===== src/rtl/dead_time_monitor.sv =====
// Dead-time read-back checker for one half-bridge leg: synchronises HS/LS gate
// feedback, measures every gap in CLK cycles and latches shoot-through / short-gap faults.
module dead_time_monitor #(
    parameter int unsigned CNT_W  = 8,
    parameter int unsigned MIN_DT = 11
) (
    input  logic             CLK,
    input  logic             RST,
    input  logic             EN,
    input  logic             HS,
    input  logic             LS,
    input  logic             CLR,
    output logic [CNT_W-1:0] DT_MEAS,
    output logic             DT_VALID,
    output logic             DT_EDGE,
    output logic [CNT_W-1:0] DT_MIN,
    output logic             DT_VIOL,
    output logic             SHOOT,
    output logic             FAULT
);

    localparam logic [CNT_W-1:0] CNT_MAX  = {CNT_W{1'b1}};
    localparam logic [CNT_W-1:0] MIN_DT_C = CNT_W'(MIN_DT);

    typedef enum logic [2:0] {
        IDLE   = 3'd0,
        HS_ON  = 3'd1,
        LS_ON  = 3'd2,
        GAP_HL = 3'd3,
        GAP_LH = 3'd4,
        FLT    = 3'd5
    } state_t;

    logic             hs_m, hs_s;
    logic             ls_m, ls_s;
    state_t           state;
    logic [CNT_W-1:0] cnt;

    logic             both_hi;
    logic             in_gap;
    logic             meas_hl;
    logic             meas_lh;
    logic             meas_any;
    logic [CNT_W-1:0] meas_val;
    logic [CNT_W-1:0] min_base;
    logic             shoot_clr;

    // Two-flop synchronisers for the asynchronous gate feedback.
    always_ff @(posedge CLK) begin
        if (RST) begin
            hs_m <= 1'b0;
            hs_s <= 1'b0;
            ls_m <= 1'b0;
            ls_s <= 1'b0;
        end else begin
            hs_m <= HS;
            hs_s <= hs_m;
            ls_m <= LS;
            ls_s <= ls_m;
        end
    end

    // Closing-edge decode; a direct hand-over from an ON state measures zero.
    always_comb begin
        both_hi  = hs_s & ls_s;
        in_gap   = (state == GAP_HL) || (state == GAP_LH);
        meas_hl  = 1'b0;
        meas_lh  = 1'b0;
        if (EN && !both_hi) begin
            meas_hl = ((state == GAP_HL) && ls_s) || ((state == HS_ON) && !hs_s && ls_s);
            meas_lh = ((state == GAP_LH) && hs_s) || ((state == LS_ON) && !ls_s && hs_s);
        end
        meas_any = meas_hl | meas_lh;
        meas_val = in_gap ? cnt : CNT_W'(0);
        min_base = CLR ? CNT_MAX : DT_MIN;
        // SHOOT may only be released once the leg is quiet, matching the FLT exit.
        shoot_clr = CLR && ((state != FLT) || (!hs_s && !ls_s));
    end

    // Gap-tracking FSM and saturating gap counter.
    always_ff @(posedge CLK) begin
        if (RST) begin
            state <= IDLE;
            cnt   <= CNT_W'(0);
        end else if (both_hi) begin
            state <= FLT;
            cnt   <= CNT_W'(0);
        end else if (!EN) begin
            state <= IDLE;
            cnt   <= CNT_W'(0);
        end else begin
            case (state)
                IDLE: begin
                    cnt <= CNT_W'(0);
                    if (hs_s)      state <= HS_ON;
                    else if (ls_s) state <= LS_ON;
                end
                HS_ON: begin
                    if (!hs_s) begin
                        if (ls_s) begin
                            state <= LS_ON;
                            cnt   <= CNT_W'(0);
                        end else begin
                            state <= GAP_HL;
                            cnt   <= CNT_W'(1);
                        end
                    end
                end
                LS_ON: begin
                    if (!ls_s) begin
                        if (hs_s) begin
                            state <= HS_ON;
                            cnt   <= CNT_W'(0);
                        end else begin
                            state <= GAP_LH;
                            cnt   <= CNT_W'(1);
                        end
                    end
                end
                GAP_HL: begin
                    if (ls_s) begin
                        state <= LS_ON;
                        cnt   <= CNT_W'(0);
                    end else if (hs_s) begin
                        state <= HS_ON;
                        cnt   <= CNT_W'(0);
                    end else if (cnt != CNT_MAX) begin
                        cnt <= cnt + CNT_W'(1);
                    end
                end
                GAP_LH: begin
                    if (hs_s) begin
                        state <= HS_ON;
                        cnt   <= CNT_W'(0);
                    end else if (ls_s) begin
                        state <= LS_ON;
                        cnt   <= CNT_W'(0);
                    end else if (cnt != CNT_MAX) begin
                        cnt <= cnt + CNT_W'(1);
                    end
                end
                FLT: begin
                    cnt <= CNT_W'(0);
                    if (CLR && !hs_s && !ls_s) state <= IDLE;
                end
                default: begin
                    state <= IDLE;
                    cnt   <= CNT_W'(0);
                end
            endcase
        end
    end

    // Measurement results, statistics and fault latches; a new fault beats CLR.
    always_ff @(posedge CLK) begin
        if (RST) begin
            DT_MEAS  <= CNT_W'(0);
            DT_VALID <= 1'b0;
            DT_EDGE  <= 1'b0;
            DT_MIN   <= CNT_MAX;
            DT_VIOL  <= 1'b0;
            SHOOT    <= 1'b0;
            FAULT    <= 1'b0;
        end else begin
            DT_VALID <= meas_any;
            if (meas_any) begin
                DT_MEAS <= meas_val;
                DT_EDGE <= meas_lh;
            end
            if (meas_any && (meas_val < min_base)) DT_MIN <= meas_val;
            else                                   DT_MIN <= min_base;
            DT_VIOL <= (DT_VIOL & ~CLR) | (meas_any & (meas_val < MIN_DT_C));
            SHOOT   <= (SHOOT & ~shoot_clr) | both_hi;
            FAULT   <= DT_VIOL | SHOOT;
        end
    end

endmodule


===== config.mk =====
export PLATFORM = sky130hd
export DESIGN_NAME = dead_time_monitor
export DESIGN_NICKNAME = d
export VERILOG_FILES = /design/src/rtl/dead_time_monitor.sv
export SDC_FILE = /design/constraint.sdc
export NUM_CORES = 1
export LEC_CHECK = 0
export CAP_MARGIN = 20
export CORE_ASPECT_RATIO = 0.9
export CORE_MARGIN = 2
export CORE_UTILIZATION = 54
export CTS_CLUSTER_DIAMETER = 80
export CTS_CLUSTER_SIZE = 10
export DETAILED_ROUTE_END_ITERATION = 8
export HOLD_SLACK_MARGIN = 0.12
export PLACE_DENSITY = 0.79
export SYNTH_ARGS = -nofsm -noshare
export SYNTH_HDL_FRONTEND = slang
export SYNTH_SLANG_ARGS = --single-unit

===== constraint.sdc =====
create_clock -name CLK -period 3 [get_ports CLK]
set_clock_uncertainty 0.1 [all_clocks]
set_input_delay 0.75 -clock CLK [delete_from_list [all_inputs] [get_ports CLK]]
set_output_delay 0.75 -clock CLK [all_outputs]
set_load 0.05 [all_outputs]

==> impl_metrics.csv <==
group,metric,value,unit
timing,tns,0,ns
clock_tree,clkSinkCount,36,
setup_path,critPathKind,"reg -> reg",
timing,setup_slack,0.231,ns
setup_path,path_max_fanout,15,
clock_tree,tritoncts,"built",
clock_tree,post_cts_resized,0,
floorplanning,dieArea,0.00425,mm2
yosys,yosys-top-cells-area,"dfxtp_1 (36%), mux2i_1 (6.9%), nor2_1 (6.9%)",
placed_design,pre_cts_ws,-0.132,ns
clock_tree,cts.path.max_buffers,2,
clock_tree,htreeDepth,2,
global_routing,grt_max_degree,34,
cells_and_area,final_util,0.663,
pwr,total_power,0.000902,W
timing,finalCritPeriodShare,0.923,
cells_and_area,nNetsFinal,284,
yosys,synth-seq-cells,36,
yosys,synth_area,0.00202,mm2
yosys,synth_ff_type,"dfxtp_1",
timing,drv_slew,0,
clock_tree,clock_latency,0.30,ns
timing,timing.fmax,361,MHz
yosys,syn_nets,255,
yosys,synth_top_area_share,0.356,
yosys,ys_seq_area_frac,0.356,
hold_path,hp-class,"reg -> reg",
setup_path,cp-start-kind,"flip-flop",
job,max_cap_violations,0,
routing,drt-total-wl,4570,um
routing,drc,0,
floorplanning,die_x,68.5,um
global_routing,grt_use_total,0.236,
yosys,synth-edff-count,0,
floorplanning,die_h,62.1,um
routing,dr.pass1.iters,4,
cells_and_area,synthToLayoutAreaGrowth,19.7,%
floorplanning,std_cell_rows,21,
cells_and_area,antenna_cells,0,
setup_path,critPathCaptureType,"flip-flop",
timing,period_needed,2.77,ns
timing,slew_headroom,0.620,
timing,tightest_slew,0.570,ns
timing,hold_viol,0,
clock_tree,cts_hold_buf,0,
floorplanning,initial_core_util,0.554,
clock_tree,numCtsBuffers,5,
clock_tree,post_cts_buffers,0,
yosys,avgSynthCellArea,8.36,um2
routing,viasPerCell,5.64,
yosys,syn-instance-count,242,
routing,dr_total_vias,1795,
placed_design,portBuffers,26,
pwr,ir_drop,0.313,mV
yosys,synth_cell_types,53,
cells_and_area,drive_gt1_frac,0.107,
run_status,status,"finished clean",
setup_path,worstPathRequired,3.08,ns
routing,ant_nets,0,
timing,grt_setup_unrepaired,"no",
hold_path,hold_depth,1,
clock_tree,clk_pin_slew,0.08,ns
placed_design,place.gp.congestion,0.847,
floorplanning,io_pins,27,
setup_path,crit_arrival,2.85,ns
floorplanning,coreArea,0.00365,mm2
routing,wl_per_cell,14.4,um
clock_tree,clockRootBuffer,"clkbuf_8",
routing,dr.first_iter.drc_count,245,
yosys,yosys_warnings,0,
pwr,leakage,1.03,nW
yosys,async_flop_share,0,
global_routing,grt_pass1_wl,7400,um
global_routing,grt_pass1_vias,1618,
yosys,yosysTopAreaCell,"dfxtp_1",
cells_and_area,nFillCells,308,
setup_path,rr_worst_depth,10,
placed_design,hpwl,3320,um
global_routing,antenna_found_initial,0,
pwr,power_density,373,mW/mm2
timing,final-setup-viol-count,0,
global_routing,overflow,0,
-- cell families (layout without fill, tap and decap cells) --
| family | after synthesis | count (layout) | synth area share |
|---|---|---|---|
| AND/OR/NAND/NOR | 105 | 105 | 0.274 |
| AO/OA/AOI/OAI | 55 | 55 | 0.184 |
| flip-flops | 36 | 36 | 0.356 |
| buffers and inverters | 22 | 52 | 0.0600 |
| multiplexers | 14 | 14 | 0.0693 |
| adder cells (fa/ha/maj) | 7 | 7 | 0.0433 |
| XOR/XNOR | 3 | 3 | 0.0130 |
-- layout make-up --
cell class                 count  area [um2]  area share
clock buffer                   5        68.8      0.0284
clock inverter                 3        18.8     0.00776
inverter                       6        22.5     0.00931
multi-input combinational    184        1180       0.488
sequential                    36         721       0.298
tap                           46        57.6      0.0238
timing repair buffer          38         350       0.145
-- power breakdown --
part	total, W	internal (W)	switching [W]
registers	0.000489	0.000482	0.00000646
logic	0.0000595	0.0000248	0.0000347
clock network	0.000354	0.000162	0.000192
-- flip-flops by register name, summed over array words and instances (netlist names) --
register / count
DT_EDGE: 1
DT_MEAS: 8
DT_MIN: 8
DT_VALID: 1
DT_VIOL: 1
FAULT: 1
SHOOT: 1
cnt: 8
hs_m: 1
hs_s: 1
ls_m: 1
ls_s: 1
state: 3
-- worst max-delay path, stage by stage, from the launching register on --
cell       delay, ns
dfxtp_1         0.34
buf_4           0.19
nand3b_1        0.22
nand2_1         0.16
and2_1          0.24
ha_1            0.32
a41o_1          0.25
a211oi_1        0.21
o2111ai_1       0.16
o22a_2          0.31
mux2i_1         0.16
-- cell usage after synthesis (6+ instances only) --
| cell type | number |
|---|---|
| a21oi_1 | 17 |
| and2_1 | 7 |
| dfxtp_1 | 36 |
| ha_1 | 7 |
| inv_1 | 6 |
| mux2i_1 | 14 |
| nand2_1 | 11 |
| nand3_1 | 6 |
| nor2_1 | 37 |
| nor2b_1 | 7 |
| nor3_1 | 12 |
| o21ai_0 | 9 |
-- per-layer routing --
| metal | track usage | share of wire | vias to the layer above | routed length, um |
|---|---|---|---|---|
| li1 | - | - | 923 | - |
| met1 | 0.328 | 0.49 | 824 | 2230 |
| met2 | 0.363 | 0.45 | 44 | 2070 |
| met3 | 0.0450 | 0.053 | 4 | 242 |
| met4 | 0.0943 | 0.0079 | 0 | 36 |
| met5 | 0 | 0 | - | 0 |
-- final timing paths --
check | from | to | slack, ns
worst min register to register | ls_m | ls_s | 0.34
worst max register to register | state[2] | DT_MIN[7] | 0.23
worst min-delay path | ls_m | ls_s | 0.34
worst max-delay path | state[2] | DT_MIN[7] | 0.23
-- cells in the final DEF, fill, tap and decap left out, types with 3 or more instances in the layout --
cell | synthesis | routed
nor2_1 | 37 | 37
dfxtp_1 | 36 | 36
clkdlybuf4s50_1 | 0 | 26
a21oi_1 | 17 | 17
mux2i_1 | 14 | 14
nor3_1 | 12 | 12
buf_4 | 1 | 12
nand2_1 | 11 | 11
o21ai_0 | 9 | 8
and2_1 | 7 | 7
nor2b_1 | 7 | 7
ha_1 | 7 | 7
inv_1 | 6 | 6
nand3_1 | 6 | 6
clkbuf_8 | 1 | 5
nand3b_1 | 4 | 4
nand2b_1 | 4 | 4
a21o_1 | 3 | 3
o211ai_1 | 3 | 3
a211oi_1 | 3 | 3
o31ai_1 | 3 | 3
nor4_1 | 3 | 3
xnor2_1 | 3 | 3
-- per-stage QoR --
step                      hold WS, ns  instances  area (um2)
after floorplan                 0.314        242        2020
after global placement          0.316        309        2320
after detailed placement        0.328        309        2320
after CTS                       0.346        317        2410
after global routing            0.357        318        2420
final                           0.342        318        2420
(Power assumes the default switching activity.)
